`src/rtl/vote_result_tx.sv`:
```
// vote_result_tx: snapshots the three candidate tallies when voting closes,
// decides winner/tie and sends the result as a UART 8N1 frame.
// Optional build macro VOTE_TX_CHECKSUM_EN appends an XOR checksum byte.
module vote_result_tx #(
    parameter int unsigned COUNT_W      = 6,
    parameter int unsigned CLKS_PER_BIT = 10,
    parameter logic [7:0]  HEADER       = 8'hA5
) (
    input  logic               clk,
    input  logic               rst,
    input  logic               i_voting_over,
    input  logic [COUNT_W-1:0] i_count1,
    input  logic [COUNT_W-1:0] i_count2,
    input  logic [COUNT_W-1:0] i_count3,
    output logic               o_tx,
    output logic               o_busy,
    output logic               o_done,
    output logic [1:0]         o_winner,
    output logic               o_tie
);

    localparam int unsigned TMR_W = $clog2(CLKS_PER_BIT);
`ifdef VOTE_TX_CHECKSUM_EN
    localparam int unsigned NBYTES = 6;
`else
    localparam int unsigned NBYTES = 5;
`endif
    localparam logic [2:0]       LAST_BYTE = 3'(NBYTES - 1);
    localparam logic [TMR_W-1:0] TMR_MAX   = TMR_W'(CLKS_PER_BIT - 1);

    localparam logic [2:0] S_IDLE  = 3'd0;
    localparam logic [2:0] S_START = 3'd1;
    localparam logic [2:0] S_DATA  = 3'd2;
    localparam logic [2:0] S_STOP  = 3'd3;
    localparam logic [2:0] S_DONE  = 3'd4;

    logic [2:0]       state_q, state_d;
    logic [TMR_W-1:0] timer_q, timer_d;
    logic [2:0]       bit_q, bit_d;
    logic [2:0]       byte_q, byte_d;
    logic             vo_q;
    logic [7:0]       c1_q, c1_d;
    logic [7:0]       c2_q, c2_d;
    logic [7:0]       c3_q, c3_d;
    logic [1:0]       win_q, win_d;
    logic             tie_q, tie_d;
    logic             tx_q, tx_d;
    logic             busy_q, busy_d;
    logic             done_q, done_d;

    logic [7:0] cnt1_ext, cnt2_ext, cnt3_ext;
    logic [1:0] win_c;
    logic       tie_c;
    logic [7:0] win_byte;
    logic [7:0] cur_byte;
    logic       trigger;
    logic       bit_end;

    assign cnt1_ext = 8'(i_count1);
    assign cnt2_ext = 8'(i_count2);
    assign cnt3_ext = 8'(i_count3);
    assign trigger  = i_voting_over & ~vo_q;
    assign bit_end  = (timer_q == TMR_MAX);
    assign win_byte = {tie_q, 5'b0, win_q};

    // Unique strict maximum wins; shared maximum or all-zero falls through to a tie.
    always_comb begin
        win_c = 2'd0;
        tie_c = 1'b0;
        if ((cnt1_ext > cnt2_ext) && (cnt1_ext > cnt3_ext)) begin
            win_c = 2'd1;
        end else if ((cnt2_ext > cnt1_ext) && (cnt2_ext > cnt3_ext)) begin
            win_c = 2'd2;
        end else if ((cnt3_ext > cnt1_ext) && (cnt3_ext > cnt2_ext)) begin
            win_c = 2'd3;
        end else begin
            tie_c = 1'b1;
        end
    end

    // Select the frame byte currently on the line.
    always_comb begin
        cur_byte = HEADER;
        case (byte_q)
            3'd0:    cur_byte = HEADER;
            3'd1:    cur_byte = c1_q;
            3'd2:    cur_byte = c2_q;
            3'd3:    cur_byte = c3_q;
            3'd4:    cur_byte = win_byte;
`ifdef VOTE_TX_CHECKSUM_EN
            3'd5:    cur_byte = HEADER ^ c1_q ^ c2_q ^ c3_q ^ win_byte;
`endif
            default: cur_byte = HEADER;
        endcase
    end

    // Next-state and registered-output logic for the serialiser.
    always_comb begin
        state_d = state_q;
        timer_d = timer_q;
        bit_d   = bit_q;
        byte_d  = byte_q;
        c1_d    = c1_q;
        c2_d    = c2_q;
        c3_d    = c3_q;
        win_d   = win_q;
        tie_d   = tie_q;
        tx_d    = tx_q;
        busy_d  = busy_q;
        done_d  = 1'b0;

        case (state_q)
            S_IDLE, S_DONE: begin
                state_d = S_IDLE;
                tx_d    = 1'b1;
                busy_d  = 1'b0;
                // Line is free in both states, so a fresh edge is accepted here.
                if (trigger) begin
                    state_d = S_START;
                    timer_d = '0;
                    bit_d   = 3'd0;
                    byte_d  = 3'd0;
                    c1_d    = cnt1_ext;
                    c2_d    = cnt2_ext;
                    c3_d    = cnt3_ext;
                    win_d   = win_c;
                    tie_d   = tie_c;
                    tx_d    = 1'b0;
                    busy_d  = 1'b1;
                end
            end
            S_START: begin
                if (bit_end) begin
                    timer_d = '0;
                    bit_d   = 3'd0;
                    state_d = S_DATA;
                    tx_d    = cur_byte[0];
                end else begin
                    timer_d = timer_q + TMR_W'(1);
                end
            end
            S_DATA: begin
                if (bit_end) begin
                    timer_d = '0;
                    if (bit_q == 3'd7) begin
                        state_d = S_STOP;
                        tx_d    = 1'b1;
                    end else begin
                        bit_d = bit_q + 3'd1;
                        tx_d  = cur_byte[bit_q + 3'd1];
                    end
                end else begin
                    timer_d = timer_q + TMR_W'(1);
                end
            end
            S_STOP: begin
                if (bit_end) begin
                    timer_d = '0;
                    if (byte_q == LAST_BYTE) begin
                        state_d = S_DONE;
                        tx_d    = 1'b1;
                        busy_d  = 1'b0;
                        done_d  = 1'b1;
                    end else begin
                        byte_d  = byte_q + 3'd1;
                        state_d = S_START;
                        tx_d    = 1'b0;
                    end
                end else begin
                    timer_d = timer_q + TMR_W'(1);
                end
            end
            default: begin
                state_d = S_IDLE;
                tx_d    = 1'b1;
                busy_d  = 1'b0;
            end
        endcase
    end

    // State, snapshot and output registers; reset drops the frame and idles the line.
    always_ff @(posedge clk or negedge rst) begin
        if (!rst) begin
            state_q <= S_IDLE;
            timer_q <= '0;
            bit_q   <= 3'd0;
            byte_q  <= 3'd0;
            vo_q    <= 1'b0;
            c1_q    <= 8'd0;
            c2_q    <= 8'd0;
            c3_q    <= 8'd0;
            win_q   <= 2'd0;
            tie_q   <= 1'b0;
            tx_q    <= 1'b1;
            busy_q  <= 1'b0;
            done_q  <= 1'b0;
        end else begin
            state_q <= state_d;
            timer_q <= timer_d;
            bit_q   <= bit_d;
            byte_q  <= byte_d;
            vo_q    <= i_voting_over;
            c1_q    <= c1_d;
            c2_q    <= c2_d;
            c3_q    <= c3_d;
            win_q   <= win_d;
            tie_q   <= tie_d;
            tx_q    <= tx_d;
            busy_q  <= busy_d;
            done_q  <= done_d;
        end
    end

    assign o_tx     = tx_q;
    assign o_busy   = busy_q;
    assign o_done   = done_q;
    assign o_winner = win_q;
    assign o_tie    = tie_q;

endmodule

```
`config.mk`:
```
export PLATFORM = sky130hd
export DESIGN_NAME = vote_result_tx
export DESIGN_NICKNAME = d
export VERILOG_FILES = /design/src/rtl/vote_result_tx.sv
export SDC_FILE = /design/constraint.sdc
export NUM_CORES = 1
export LEC_CHECK = 0
export CORE_MARGIN = 2
export CORE_UTILIZATION = 50
export CTS_BUF_LIST = sky130_fd_sc_hd__clkbuf_8
export DETAILED_ROUTE_END_ITERATION = 8
export GPL_ROUTABILITY_DRIVEN = 1
export PLACE_DENSITY = 0.72
export SLEW_MARGIN = 5
export SYNTH_ARGS = -nofsm -noshare
export SYNTH_HDL_FRONTEND = slang
export SYNTH_SLANG_ARGS = --single-unit
```
`constraint.sdc`:
```
create_clock -name clk -period 5.4 [get_ports clk]
set_clock_uncertainty 0.15 [all_clocks]
set_input_delay 1.08 -clock clk [delete_from_list [all_inputs] [get_ports clk]]
set_output_delay 1.08 -clock clk [all_outputs]
set_load 0.05 [all_outputs]
```
### After elaboration in Yosys (flattened, before gate mapping)

Cells that the tools add are included.

| word-level totals | value |
|---|---|
| flip-flop bits (word level) | 38 |
| latch bits | 0 |
| bits in writable memories | 0 |
| memory bits (read-only) | 0 |
| bits of input ports | 21 |
| output and inout bits | 6 |
| word-level logic and storage cells | 101 |
| memories kept | 0 |

| cells by class | value |
|---|---|
| add/subtract/negate cells | 3 |
| multiply operators | 0 |
| div/mod/pow operators | 0 |
| magnitude comparators | 7 |
| eq/ne operators | 18 |
| shifts and indexed selects | 0 |
| muxes and demuxes | 40 |
| bitwise logic cells | 3 |
| reductions and logical operators | 17 |

Operators with widths:

| operator | count |
|---|---|
| $gt 6x6->1 | 6 |
| $mux 3 | 11 |
| $pmux 8 s4 | 1 |
| $mux 1 | 16 |
| $ne 2x2->1 const B | 8 |
| $eq 3x2->1 const B | 4 |
| $pmux 3 s4 | 1 |
| $eq 3x3->1 const B | 3 |
| $pmux 3 s3 | 1 |
| $mux 4 | 2 |
| $pmux 4 s2 | 1 |
| $reduce_and 4->1 | 2 |
| $add 3x1->3 const B | 2 |
| $eq 3x1->1 const B | 2 |
| $mux 2 | 3 |
| $pmux 3 s2 | 1 |
| $reduce_and 3->1 | 2 |
| $reduce_and 5->1 | 1 |
| $add 4x1->4 const B | 1 |
| $eq 4x4->1 const B | 1 |
| $lt 3x4->1 const B | 1 |
| $pmux 1 s4 | 1 |
| $reduce_and 2->1 | 2 |
| $reduce_bool 2->1 | 2 |
| other kinds (9) | 13 |

### Logic depth before layout (Yosys ltp)

| logic depth | value |
|---|---|
| depth after elaboration | 7 |
| depth in mapped cells | 8 |
| depth with buffers taken out | 7 |

### Least setup slack after synthesis

Ideal clock, no wire load.

| timing | value |
|---|---|
| path kind | input -> register |
| start point | input port i_count2[2] |
| end point | register win_q[1] (netlist: o_winner[1]) |
| data arrival time | 2457 ps |
| required time | 5155 ps |
| path slack | 2698 ps |
| stages on the path | 7 |
| path buffers | 0 |
| cells stage by stage | inv_1 -> ha_1 -> a21oi_1 -> a21oi_1 -> a211oi_1 -> mux2_2 -> o31ai_1 |

| between the ends | value |
|---|---|
| longest elaborated chain between the ends | 5 |

Ends and longest elaborated chain:

| element | line | RTL |
|---|---|---|
| from (decl) | 13 | `input logic [COUNT_W-1:0] i_count2,` |
| $gt 6x6->1 | 74 | `end else if ((cnt3_ext > cnt1_ext) && (cnt3_ext > cnt2_ext)) begin` |
| $logic_and 1x1->1 | 74 |  |
| $mux 2 | 74 |  |
| $mux 2 | 72 | `end else if ((cnt2_ext > cnt1_ext) && (cnt2_ext > cnt3_ext)) begin` |
| $mux 2 (*) | 70 | `if ((cnt1_ext > cnt2_ext) && (cnt1_ext > cnt3_ext)) begin` |
| to (signal assigned) | 206 | `win_q <= win_d;` |
| to (decl) | 45 | `logic [1:0] win_q, win_d;` |

Mark *: on every way between the ends. The rest lies on a longest branch, timed or not.
A chain may end at the register's enable or synchronous reset.

### Final worst setup path

Same ends and word-level chain as after synthesis.

==> metrics list <==
* Die width: 74.1 um
- The average instance in the mapped netlist occupies 8.83 sq um.
- Counting flops and latches in the post-synthesis netlist gives 38.
- Top Ports: 27
- The top cell types in the final layout, fill and taps aside, are sky130_fd_sc_hd__nand2_1, sky130_fd_sc_hd__dfrtp_1, sky130_fd_sc_hd__ha_1.
- Starting DRC count in detailed routing: 110
- GRT Resource Usage Total: 21.6%
- DR WL/cell: 14.0 um
* Areal power density over the cells: 203 mW/mm^2
- After layout, the worst path uses 57.0% of the clock period.
* Number of post-CTS setup repair buffers: 0
- HP Class: flip-flop to flip-flop
* Status: finished clean
* Endpoint kind of the worst setup timing path: flip-flop
- Buffer levels on the longest clock path: 2
- Peak Freq: 325 MHz
* Utilization of the core after routing: 60.2%
- Global-route wire length before repair: 9110 um
* Final Hold Fails: 0
- TritonCTS clock tree: done
* Sinks on the clock net: 38
* Post-synth ARST share: 100%
* Proportion of layout cells with a drive suffix above 1: 5.63%
* Crit path DAT: 3.13 ns
* Number of buffers created by CTS: 5
- Required time at the worst-slack endpoint: 5.45 ns
* Detailed-route vias per instance: 5.58
* Global-route congestion overflow total: 0
- Remaining DRCs: 0
- CP Max Fanout: 3
- Max-cap violations in this run came to 0.
* Register-to-register setup slack: 3.01 ns
- Wirelength, routed: 5180 um
* Die Area: 0.00549 sq mm
- Number of inserted filler cells in the final layout: 419
* Detailed Place HPWL: 3900 um
* Area of combinational cells with multiple inputs: 0.00137 sq mm
- Critical path startpoint category: primary input
- In this run the tightest slew margin relative to its limit is 44.6%.
- Vias post-DR: 2060
- Area added between synthesis and finish: 15.8%
- Yosys mapped a number of flops with a built-in enable equal to 0.
- Entering global routing, the biggest net connects 39 pins.
* Initial standard-cell utilization of the core: 52.0%
- Net count of the finished layout: 349
- The count of buffers added on input and output ports is 26.
- Summed over all cells, the static leakage comes to 1.28 nW.
- Clock Latency Late Sink: 0.29 ns
- The critical path in this run is classified as primary input to flip-flop.
- In this run the standard cell core region covers 0.00472 sq mm.
- Number of pins with negative max-slew slack in the final report: 0
- In this run, post-CTS repair resized a total of 0 instances.
- Slew at the pin closest to its max-slew limit: 0.830 ns
- The most used flip-flop cell after synthesis is sky130_fd_sc_hd__dfrtp_1.
- The initial antenna violation count is 0.
- In this run the core area contains 25 standard-cell rows.
* Post-cts hold buffer count: 0
- The count of nets left with antenna violations once routing finished came out at 0.
- After technology mapping, the gate count stands at 278.
- Number of diodes added for antenna fixing: 0
- For the final routed database, the setup TNS stands at 0 ns.
- Across the whole layout, storage elements account for 952 sq um.
* Number of global-route vias before repair: 2044
- The number of nets in the synthesized netlist is 326.
- After synthesis, flip-flops and latches occupy 38.8% of the total area.
* Yosys warns: 0
- Setup violations remaining at the end of the flow were counted as 0.
* Unrepaired setup endpoints after global routing: false
* Most frequent standard cell in the layout excluding fill and tap cells: sky130_fd_sc_hd__nand2_1
- Area of the mapped netlist: 0.00245 sq mm
- H-tree depth: 2
* Overall die height: 74.1 um
- Routability congestion estimate from global placement: 0.798
* Maximum ir drop on the vdd rail: 0.0000965 V
- Clock root buffer master: sky130_fd_sc_hd__clkbuf_8
* Unique masters post-synth: 48
- Time the final worst path needs with I/O delays and setup: 3.08 ns
- Number of detailed-route iterations in the first pass: 4
- Clock-pin slew was measured on the worst setup and hold paths at 0.07 ns.
[sequential cells by signal, summed over array words and instances, names as in the netlist]
| signal | cells |
|---|---|
| state_q | 3 |
| c3_q | 6 |
| bit_q | 3 |
| timer_q | 4 |
| vo_q | 1 |
| o_busy | 1 |
| o_winner | 2 |
| c2_q | 6 |
| o_tie | 1 |
| c1_q | 6 |
| o_done | 1 |
| o_tx | 1 |
| byte_q | 3 |
[synth_stat cells (2+ instances only)]
cell type | count | area share (%)
sky130_fd_sc_hd__a211oi_1 | 2 | 0.61
sky130_fd_sc_hd__a21boi_0 | 2 | 0.61
sky130_fd_sc_hd__a21boi_1 | 2 | 0.61
sky130_fd_sc_hd__a21o_1 | 2 | 0.61
sky130_fd_sc_hd__a21oi_1 | 13 | 2.7
sky130_fd_sc_hd__a22o_1 | 2 | 0.71
sky130_fd_sc_hd__a22oi_1 | 6 | 1.8
sky130_fd_sc_hd__a31oi_1 | 4 | 1.0
sky130_fd_sc_hd__buf_2 | 6 | 1.2
sky130_fd_sc_hd__clkbuf_1 | 6 | 0.92
sky130_fd_sc_hd__dfrtp_1 | 37 | 38
sky130_fd_sc_hd__ha_1 | 27 | 14
sky130_fd_sc_hd__inv_1 | 21 | 3.2
sky130_fd_sc_hd__mux2_2 | 2 | 0.92
sky130_fd_sc_hd__mux2i_1 | 3 | 1.2
sky130_fd_sc_hd__nand2_1 | 51 | 7.8
sky130_fd_sc_hd__nand2b_1 | 3 | 0.76
sky130_fd_sc_hd__nand3_1 | 7 | 1.4
sky130_fd_sc_hd__nand3b_1 | 4 | 1.2
sky130_fd_sc_hd__nand4_1 | 6 | 1.5
sky130_fd_sc_hd__nor2_1 | 7 | 1.1
sky130_fd_sc_hd__nor2b_1 | 6 | 1.5
sky130_fd_sc_hd__nor3_1 | 5 | 1.0
sky130_fd_sc_hd__o211ai_1 | 4 | 1.2
sky130_fd_sc_hd__o21ai_0 | 10 | 2.0
sky130_fd_sc_hd__o21ai_1 | 16 | 3.3
sky130_fd_sc_hd__o31ai_1 | 2 | 0.61
sky130_fd_sc_hd__o32ai_1 | 2 | 0.71
[worst paths after layout]
path,startpoint,endpoint,cells past startpoint
setup reg to reg,byte_q[2]$_DFFE_PN0P_,o_tx$_DFFE_PN1P_,6
hold reg to reg,c1_q[0]$_DFFE_PN0P_,c1_q[0]$_DFFE_PN0P_,2
hold / removal,c1_q[0]$_DFFE_PN0P_,c1_q[0]$_DFFE_PN0P_,2
min in group asynchronous,rst,timer_q[2]$_DFFE_PN0P_,1
max in group asynchronous,rst,bit_q[2]$_DFFE_PN0P_,1
setup / recovery,i_count2[2],o_winner[1]$_DFFE_PN0P_,8
[logic make-up after synthesis]
group / share of synthesized area (%)
AO/OA/AOI/OAI: 21.0
XOR/XNOR: 0.357
AND/OR/NAND/NOR: 18.1
adder cells (fa/ha/maj): 13.8
buffers and inverters: 5.35
multiplexers: 2.60
flip-flops: 38.8
[routing by layer]
metal  vias up  global-route usage, %  part of all wire, %  routed length (um)
met5         -                      0                    0                   0
met4         0                   8.48                  1.9                  98
met3        10                   3.66                  4.3                 224
met2        58                   36.5                   47                2430
met1       953                   27.7                   47                2420
li1       1039                      -                    -                   -
[worst max-delay path, stage by stage]
cell	delay, ns
sky130_fd_sc_hd__clkdlybuf4s50_1	0.48
sky130_fd_sc_hd__inv_1	0.06
sky130_fd_sc_hd__ha_1	0.32
sky130_fd_sc_hd__a21oi_1	0.17
sky130_fd_sc_hd__a21oi_1	0.10
sky130_fd_sc_hd__a211oi_1	0.30
sky130_fd_sc_hd__mux2_2	0.39
sky130_fd_sc_hd__o31ai_1	0.23
[per-stage QoR]
| step | power (mW) | hold WS, ns | cells | setup WS (ns) | instance area (sq um) |
|---|---|---|---|---|---|
| 2_1_floorplan | 0.354 | 0.295 | 278 | 2.70 | 2450 |
| 3_3_place_gp | 0.392 | 0.307 | 361 | 2.10 | 2760 |
| 3_5_place_dp | 0.395 | 0.312 | 361 | 2.05 | 2760 |
| 4_1_cts | 0.584 | 0.333 | 369 | 2.36 | 2840 |
| 5_1_grt | 0.606 | 0.365 | 369 | 2.19 | 2840 |
| 6_report | 0.577 | 0.331 | 369 | 2.32 | 2840 |
[area by class of cell]
type	instances	share of cell area (%)
Multi-Input combinational cell	207	48.2
Tap cell	67	2.95
Clock inverter	3	0.616
Sequential cell	38	33.5
Clock buffer	5	2.42
Inverter	21	2.77
Timing Repair Buffer	28	9.51
[power by group]
part / internal [mW] / switching [mW]
clock network: 0.0891 / 0.0994
logic: 0.0398 / 0.0480
registers: 0.294 / 0.00644
Note: power is estimated with default switching activity, not from simulation.
